### src/rtl/ysyx_22050243_inst_encoder_if.sv
// Request/response bundle for the RV64I instruction encoder.
// The master side offers decoded fields and consumes encoded instructions.
interface ysyx_22050243_inst_encoder_if #(
  parameter int IBUS_DATA_WIDTH = 32,
  parameter int DBUS_DATA_WIDTH = 64
);
  logic                       in_valid;
  logic                       in_ready;
  logic [5:0]                 in_fmt;
  logic [6:0]                 in_opcode;
  logic [4:0]                 in_rd;
  logic [4:0]                 in_rs1;
  logic [4:0]                 in_rs2;
  logic [2:0]                 in_funct3;
  logic [6:0]                 in_funct7;
  logic [DBUS_DATA_WIDTH-1:0] in_imm;
  logic                       out_valid;
  logic                       out_ready;
  logic [IBUS_DATA_WIDTH-1:0] out_inst;
  logic                       out_err;
  logic [15:0]                err_cnt;
  logic [31:0]                enc_cnt;

  modport master (
    output in_valid, in_fmt, in_opcode, in_rd, in_rs1, in_rs2,
           in_funct3, in_funct7, in_imm, out_ready,
    input  in_ready, out_valid, out_inst, out_err, err_cnt, enc_cnt
  );

  modport slave (
    input  in_valid, in_fmt, in_opcode, in_rd, in_rs1, in_rs2,
           in_funct3, in_funct7, in_imm, out_ready,
    output in_ready, out_valid, out_inst, out_err, err_cnt, enc_cnt
  );
endinterface

### src/rtl/ysyx_22050243_inst_encoder.sv
// RV64I instruction encoder: packs decoded fields into a 32-bit instruction,
// buffers results in a 2-entry FIFO and keeps accept/illegal counters.
module ysyx_22050243_inst_encoder #(
  parameter int IBUS_DATA_WIDTH = 32,
  parameter int DBUS_DATA_WIDTH = 64
) (
  input logic                           clk,
  input logic                           rst,
  ysyx_22050243_inst_encoder_if.slave   bus
);

  localparam logic [IBUS_DATA_WIDTH-1:0] NOP = 32'h0000_0013;

  logic [DBUS_DATA_WIDTH-1:0] w_imm;
  logic                       w_sx11;
  logic                       w_sx12;
  logic                       w_sx19;
  logic                       w_sx20;
  logic                       w_legal;
  logic [IBUS_DATA_WIDTH-1:0] w_raw;
  logic [IBUS_DATA_WIDTH-1:0] w_enc;
  logic                       w_push;
  logic                       w_pop;

  logic [IBUS_DATA_WIDTH-1:0] r_inst [0:1];
  logic                       r_err  [0:1];
  logic                       r_wptr;
  logic                       r_rptr;
  logic [1:0]                 r_count;
  logic [15:0]                r_err_cnt;
  logic [31:0]                r_enc_cnt;

  assign w_imm = bus.in_imm;

  // Upper immediate bits must all repeat the sign bit of each format's field
  assign w_sx11 = (&w_imm[DBUS_DATA_WIDTH-1:11]) | ~(|w_imm[DBUS_DATA_WIDTH-1:11]);
  assign w_sx12 = (&w_imm[DBUS_DATA_WIDTH-1:12]) | ~(|w_imm[DBUS_DATA_WIDTH-1:12]);
  assign w_sx19 = (&w_imm[DBUS_DATA_WIDTH-1:19]) | ~(|w_imm[DBUS_DATA_WIDTH-1:19]);
  assign w_sx20 = (&w_imm[DBUS_DATA_WIDTH-1:20]) | ~(|w_imm[DBUS_DATA_WIDTH-1:20]);

  // Matching only exact one-hot codes makes zero/multi-hot selects fall to illegal
  always_comb begin
    w_raw   = NOP;
    w_legal = 1'b0;
    case (bus.in_fmt)
      6'b100000: begin
        w_raw   = {bus.in_funct7, bus.in_rs2, bus.in_rs1, bus.in_funct3,
                   bus.in_rd, bus.in_opcode};
        w_legal = 1'b1;
      end
      6'b010000: begin
        w_raw   = {w_imm[11:0], bus.in_rs1, bus.in_funct3, bus.in_rd, bus.in_opcode};
        w_legal = w_sx11;
      end
      6'b001000: begin
        w_raw   = {w_imm[11:5], bus.in_rs2, bus.in_rs1, bus.in_funct3,
                   w_imm[4:0], bus.in_opcode};
        w_legal = w_sx11;
      end
      6'b000100: begin
        w_raw   = {w_imm[12], w_imm[10:5], bus.in_rs2, bus.in_rs1, bus.in_funct3,
                   w_imm[4:1], w_imm[11], bus.in_opcode};
        w_legal = w_sx12 & ~w_imm[0];
      end
      6'b000010: begin
        w_raw   = {w_imm[19:0], bus.in_rd, bus.in_opcode};
        w_legal = w_sx19;
      end
      6'b000001: begin
        w_raw   = {w_imm[20], w_imm[10:1], w_imm[11], w_imm[19:12],
                   bus.in_rd, bus.in_opcode};
        w_legal = w_sx20 & ~w_imm[0];
      end
      default: ;
    endcase
  end

  assign w_enc = w_legal ? w_raw : NOP;

  // in_ready only looks at the registered count, so a full FIFO stays closed
  // during a pop cycle
  assign bus.in_ready  = (r_count != 2'd2);
  assign bus.out_valid = (r_count != 2'd0);
  assign bus.out_inst  = bus.out_valid ? r_inst[r_rptr] : '0;
  assign bus.out_err   = bus.out_valid & r_err[r_rptr];
  assign bus.err_cnt   = r_err_cnt;
  assign bus.enc_cnt   = r_enc_cnt;

  assign w_push = bus.in_valid & bus.in_ready;
  assign w_pop  = bus.out_valid & bus.out_ready;

  always_ff @(posedge clk or posedge rst) begin
    if (rst) begin
      r_inst[0] <= '0;
      r_inst[1] <= '0;
      r_err[0]  <= 1'b0;
      r_err[1]  <= 1'b0;
      r_wptr    <= 1'b0;
      r_rptr    <= 1'b0;
      r_count   <= 2'd0;
    end else begin
      if (w_push) begin
        r_inst[r_wptr] <= w_enc;
        r_err[r_wptr]  <= ~w_legal;
        r_wptr         <= ~r_wptr;
      end
      if (w_pop) begin
        r_rptr <= ~r_rptr;
      end
      case ({w_push, w_pop})
        2'b10:   r_count <= r_count + 2'd1;
        2'b01:   r_count <= r_count - 2'd1;
        default: r_count <= r_count;
      endcase
    end
  end

  always_ff @(posedge clk or posedge rst) begin
    if (rst) begin
      r_enc_cnt <= 32'd0;
      r_err_cnt <= 16'd0;
    end else if (w_push) begin
      r_enc_cnt <= r_enc_cnt + 32'd1;
      if (!w_legal && (r_err_cnt != 16'hFFFF)) begin
        r_err_cnt <= r_err_cnt + 16'd1;
      end
    end
  end

endmodule
### src/flat_wrapper.sv
// flat-port wrapper written by rule: the top's interface ports become plain ports
module ysyx_22050243_inst_encoder_flat 
#(
  parameter int IBUS_DATA_WIDTH = 32,
  parameter int DBUS_DATA_WIDTH = 64
)
  (clk, rst, bus_in_valid, bus_in_fmt, bus_in_opcode, bus_in_rd, bus_in_rs1, bus_in_rs2, bus_in_funct3, bus_in_funct7, bus_in_imm, bus_out_ready, bus_in_ready, bus_out_valid, bus_out_inst, bus_out_err, bus_err_cnt, bus_enc_cnt);
  ysyx_22050243_inst_encoder_if #(.IBUS_DATA_WIDTH(IBUS_DATA_WIDTH), .DBUS_DATA_WIDTH(DBUS_DATA_WIDTH)) bus_i ();
  input logic clk;
  input logic rst;
  input wire logic [$bits(bus_i.in_valid)-1:0] bus_in_valid;
  input wire logic [$bits(bus_i.in_fmt)-1:0] bus_in_fmt;
  input wire logic [$bits(bus_i.in_opcode)-1:0] bus_in_opcode;
  input wire logic [$bits(bus_i.in_rd)-1:0] bus_in_rd;
  input wire logic [$bits(bus_i.in_rs1)-1:0] bus_in_rs1;
  input wire logic [$bits(bus_i.in_rs2)-1:0] bus_in_rs2;
  input wire logic [$bits(bus_i.in_funct3)-1:0] bus_in_funct3;
  input wire logic [$bits(bus_i.in_funct7)-1:0] bus_in_funct7;
  input wire logic [$bits(bus_i.in_imm)-1:0] bus_in_imm;
  input wire logic [$bits(bus_i.out_ready)-1:0] bus_out_ready;
  output wire logic [$bits(bus_i.in_ready)-1:0] bus_in_ready;
  output wire logic [$bits(bus_i.out_valid)-1:0] bus_out_valid;
  output wire logic [$bits(bus_i.out_inst)-1:0] bus_out_inst;
  output wire logic [$bits(bus_i.out_err)-1:0] bus_out_err;
  output wire logic [$bits(bus_i.err_cnt)-1:0] bus_err_cnt;
  output wire logic [$bits(bus_i.enc_cnt)-1:0] bus_enc_cnt;
  assign bus_i.in_valid = bus_in_valid;
  assign bus_i.in_fmt = bus_in_fmt;
  assign bus_i.in_opcode = bus_in_opcode;
  assign bus_i.in_rd = bus_in_rd;
  assign bus_i.in_rs1 = bus_in_rs1;
  assign bus_i.in_rs2 = bus_in_rs2;
  assign bus_i.in_funct3 = bus_in_funct3;
  assign bus_i.in_funct7 = bus_in_funct7;
  assign bus_i.in_imm = bus_in_imm;
  assign bus_i.out_ready = bus_out_ready;
  assign bus_in_ready = bus_i.in_ready;
  assign bus_out_valid = bus_i.out_valid;
  assign bus_out_inst = bus_i.out_inst;
  assign bus_out_err = bus_i.out_err;
  assign bus_err_cnt = bus_i.err_cnt;
  assign bus_enc_cnt = bus_i.enc_cnt;
  ysyx_22050243_inst_encoder #(.IBUS_DATA_WIDTH(IBUS_DATA_WIDTH), .DBUS_DATA_WIDTH(DBUS_DATA_WIDTH)) u_core (.clk(clk), .rst(rst), .bus(bus_i));
endmodule
### config.mk
export PLATFORM = sky130hd
export DESIGN_NAME = ysyx_22050243_inst_encoder_flat
export DESIGN_NICKNAME = d
export VERILOG_FILES = /design/src/rtl/ysyx_22050243_inst_encoder_if.sv /design/src/rtl/ysyx_22050243_inst_encoder.sv /design/src/flat_wrapper.sv
export SDC_FILE = /design/constraint.sdc
export NUM_CORES = 1
export LEC_CHECK = 0
export CAP_MARGIN = 20
export CELL_PAD_IN_SITES_DETAIL_PLACEMENT = 1
export CELL_PAD_IN_SITES_GLOBAL_PLACEMENT = 1
export CORE_MARGIN = 2
export CORE_UTILIZATION = 38
export DETAILED_ROUTE_END_ITERATION = 8
export PLACE_DENSITY = 0.88
export SLEW_MARGIN = 25
export SYNTH_ARGS = -nofsm -noshare
export SYNTH_HDL_FRONTEND = slang
export SYNTH_SLANG_ARGS = --single-unit
### constraint.sdc
create_clock -name clk -period 7.6 [get_ports clk]
set_clock_uncertainty 0.1 [all_clocks]
set_input_delay 1.14 -clock clk [delete_from_list [all_inputs] [get_ports clk]]
set_output_delay 1.14 -clock clk [all_outputs]
set_load 0.03 [all_outputs]
==> results by group <==
Synthesis
  • Fraction of registers with async set/reset: 1.00
  • Synthesized area per cell: 9.38 um2
  • Cell with the most instances after synthesis: sky130_fd_sc_hd__dfrtp_1
  • Top cells by instance count after synthesis: sky130_fd_sc_hd__dfrtp_1 (118), sky130_fd_sc_hd__nand2_1 (90), sky130_fd_sc_hd__nor2_1 (67)
  • Part of the Yosys area used for sequential elements: 0.468
  • Number of warning messages in the yosys log: 0
  • Commonest register cell after synthesis: sky130_fd_sc_hd__dfrtp_1
  • Main area contributors after synthesis: sky130_fd_sc_hd__dfrtp_1 (47%), sky130_fd_sc_hd__xnor2_1 (5.7%), sky130_fd_sc_hd__nand2_1 (5.3%), sky130_fd_sc_hd__mux2i_1 (5.2%), sky130_fd_sc_hd__nand4_1 (4.8%)
  • Register bit count reported by yosys: 118
  • Unique cell type count in the Yosys netlist: 45
  • Number of instances in the synthesized netlist: 673
  • Post-Synthesis Cell Area: 0.00631 mm2
  • Mapped Nets: 782
  • Yosys top cell area share: 0.468
  • Number of enable-type register cells in the synthesized netlist: 0
  • Cell type with the highest aggregate area in the netlist: sky130_fd_sc_hd__dfrtp_1

Finish
  • Fin nets: 953
  • Layout cell share with drive strength beyond 1: 0.0595
  • Number of antenna repair diodes: 0
  • Post-route core utilization: 0.548
  • Count of non-filler cells in the finished layout: 1,077
  • Area grow syn2layout: 42.5%

Placement
  • Cell count after placement: 1,045
  • Gp weighted congestion: 0.915
  • DP Worst Slack: 2830 ps
  • Buffers added on ports: 188
  • Post-DP HPWL: 15,000 um

Outcome
  • Result of the run: complete, no violations

Setup path
  • Crit path arrival time: 4590 ps
  • Critical path fanouts, max: 70
  • Crit start category: primary input
  • Category of the critical setup timing path: primary input to flip-flop
  • Required time reported for the critical path endpoint: 7820 ps
  • Critical path endpoint category: flip-flop

Clock tree
  • Buffer depth of the longest clock path: 2
  • Clock-pin slew on the worst setup and hold paths: 50 ps
  • Setup Fix Bufs, Post-CTS: 0
  • Number of levels the H-tree was split into: 4
  • Later-pin clock latency in the skew report: 420 ps
  • Hold_buf cts: 0
  • Number of gates given a new drive strength after cts: 0
  • Clk Tree Root Cell: sky130_fd_sc_hd__clkbuf_16
  • CTS tree: yes
  • Clock Sinks: 118
  • CTS Buf Count: 17

Detailed routing
  • Starting DRT DRC Count: 369
  • Routed Antenna Nets: 0
  • Final wirelength: 21,300 um
  • Routed wire length per instance: 19.7 um
  • Detailed-routing iteration count for the pre-antenna-repair pass: 7
  • Vias: 6,188
  • Count of unresolved DRC violations after routing: 0
  • Post-DR vias/cell: 5.75

Timing
  • Final count of negative-setup-slack endpoints: 0
  • Worst-margin pin slew: 836 ps
  • Top achievable clock speed: 229 MHz
  • Worst path setup slack after routing: 3230 ps
  • Max-Slew Margin vs Limit: 0.439
  • Hold slack final: 376 ps
  • Hold Violations, Final: 0
  • Final setup TNS: 0 ps
  • Slew Viols, Final: 0
  • Time the final worst path needs with I/O delays and setup: 4370 ps
  • Fin crit share: 0.575
  • Setup repair after global routing missed its margin: no

Floorplanning
  • Area of the die: 0.0177 mm2
  • Boundary Pins: 189
  • Initial Utilization: 0.385
  • Number of rows in the core area: 47
  • Die extent in x: 133 um
  • Die Span Y: 133 um
  • Floorplan Core Area: 0.0164 mm2

GRT
  • Aggregate global routing overflow: 0
  • Maximum number of pins on one net before global-route repair: 71
  • First-pass GRT wire length: 34,400 um
  • Vias in the first global route: 6,439
  • Number of antenna violations at the first check in global routing: 2
  • Total global routing track utilization: 0.246

Job
  • Number of maximum-capacitance violations: 0

Power
  • Pwr Density: 250 mW/mm2
  • IR drop worst, VDD: 0.160 mV
  • Leakage: 3.60 nW

Worst hold path
  • Worst hold path type: flip-flop to flip-flop
-- routing by layer --
| layer | vias up | GRT usage | share of wire |
|---|---|---|---|
| li1 | 2830 | - | - |
| met1 | 3079 | 0.309 | 0.41 |
| met2 | 239 | 0.414 | 0.50 |
| met3 | 40 | 0.0594 | 0.065 |
| met4 | 0 | 0.0902 | 0.026 |
| met5 | - | 0 | 0 |
-- critical path: stages --
cell and delay, ps:
sky130_fd_sc_hd__clkdlybuf4s50_1 660, sky130_fd_sc_hd__or4b_4 620, sky130_fd_sc_hd__nor2_1 640, sky130_fd_sc_hd__o2111ai_1 220
sky130_fd_sc_hd__a211oi_1 270, sky130_fd_sc_hd__nor4_2 80, sky130_fd_sc_hd__buf_4 360, sky130_fd_sc_hd__or2_2 400
sky130_fd_sc_hd__o21ai_0 170
-- per-stage QoR --
stage | total power (W) | area (um2)
final | 0.00225 | 9000
after floorplan | 0.00113 | 6310
after global routing | 0.00235 | 9000
after CTS | 0.00226 | 8980
after global placement | 0.00138 | 8360
after detailed placement | 0.00140 | 8360
-- path summary, 6_finish.rpt --
kind                                    from  slack (ps)  depth (start not counted)                    end
min in group asynchronous                rst        1170                          2      u_core.r_inst[58]
max in group asynchronous                rst        5030                          3          u_core.r_rptr
min reg2reg                u_core.r_inst[30]         380                          2      u_core.r_inst[30]
min                        u_core.r_inst[30]         380                          2      u_core.r_inst[30]
max reg2reg                u_core.r_count[0]        4710                          6  u_core.bus.err_cnt[1]
max                            bus_in_fmt[4]        3230                          9      u_core.r_inst[54]
-- cell usage in the layout, fill, tap and decap left out, types with 4 or more instances in the layout --
master	instances
sky130_fd_sc_hd__nand4_1	48
sky130_fd_sc_hd__dfrtp_1	117
sky130_fd_sc_hd__a22oi_1	6
sky130_fd_sc_hd__o31ai_1	40
sky130_fd_sc_hd__bufinv_16	4
sky130_fd_sc_hd__xnor2_1	41
sky130_fd_sc_hd__nand3_1	21
sky130_fd_sc_hd__or2_2	5
sky130_fd_sc_hd__nor2_1	66
sky130_fd_sc_hd__nand2_1	89
sky130_fd_sc_hd__clkdlybuf4s50_1	188
sky130_fd_sc_hd__inv_1	6
sky130_fd_sc_hd__xor2_1	11
sky130_fd_sc_hd__and2_1	8
sky130_fd_sc_hd__and4_1	4
sky130_fd_sc_hd__a21oi_1	9
sky130_fd_sc_hd__inv_6	4
sky130_fd_sc_hd__nand2b_1	7
sky130_fd_sc_hd__mux2i_1	33
sky130_fd_sc_hd__nor4_1	27
sky130_fd_sc_hd__clkbuf_16	17
sky130_fd_sc_hd__o21ai_0	17
sky130_fd_sc_hd__and3_1	13
sky130_fd_sc_hd__a222oi_1	19
sky130_fd_sc_hd__nor3_1	10
-- power by group --
part / internal (W) / switching [W] / total, W / leakage [nW]
registers: 0.000681 / 0.000108 / 0.000789 / 1.58
logic: 0.000248 / 0.000357 / 0.000606 / 1.72
clock network: 0.000550 / 0.000305 / 0.000856 / 0.300
total: 0.00148 / 0.000770 / 0.00225 / 3.60
-- cells by family (layout without fill, tap and decap cells) --
logic type	count (synthesis)	in the layout	share of synthesized area
AND/OR/NAND/NOR	312	312	0.245
AO/OA/AOI/OAI	106	106	0.123
flip-flops	118	118	0.468
multiplexers	36	36	0.0577
adder cells (fa/ha/maj)	3	3	0.00594
buffers and inverters	46	230	0.0287
XOR/XNOR	52	52	0.0721
-- layout make-up --
cell class / count / area (um2)
Clock buffer: 17 / 425
Timing Repair Buffer: 191 / 1900
Clock inverter: 15 / 201
Fill cell: 1815 / 7410
Sequential cell: 118 / 2960
Multi-Input combinational cell: 509 / 3200
Tap cell: 220 / 275
Inverter: 7 / 28.8
-- registers in the layout, indices dropped and copies added, names as in the netlist --
name,cells
u_core.r_wptr,1
u_core.bus.err_cnt,16
u_core.bus.enc_cnt,32
u_core.r_count,2
u_core.r_inst,64
u_core.r_err,2
u_core.r_rptr,1
(Power assumes the default switching activity.)
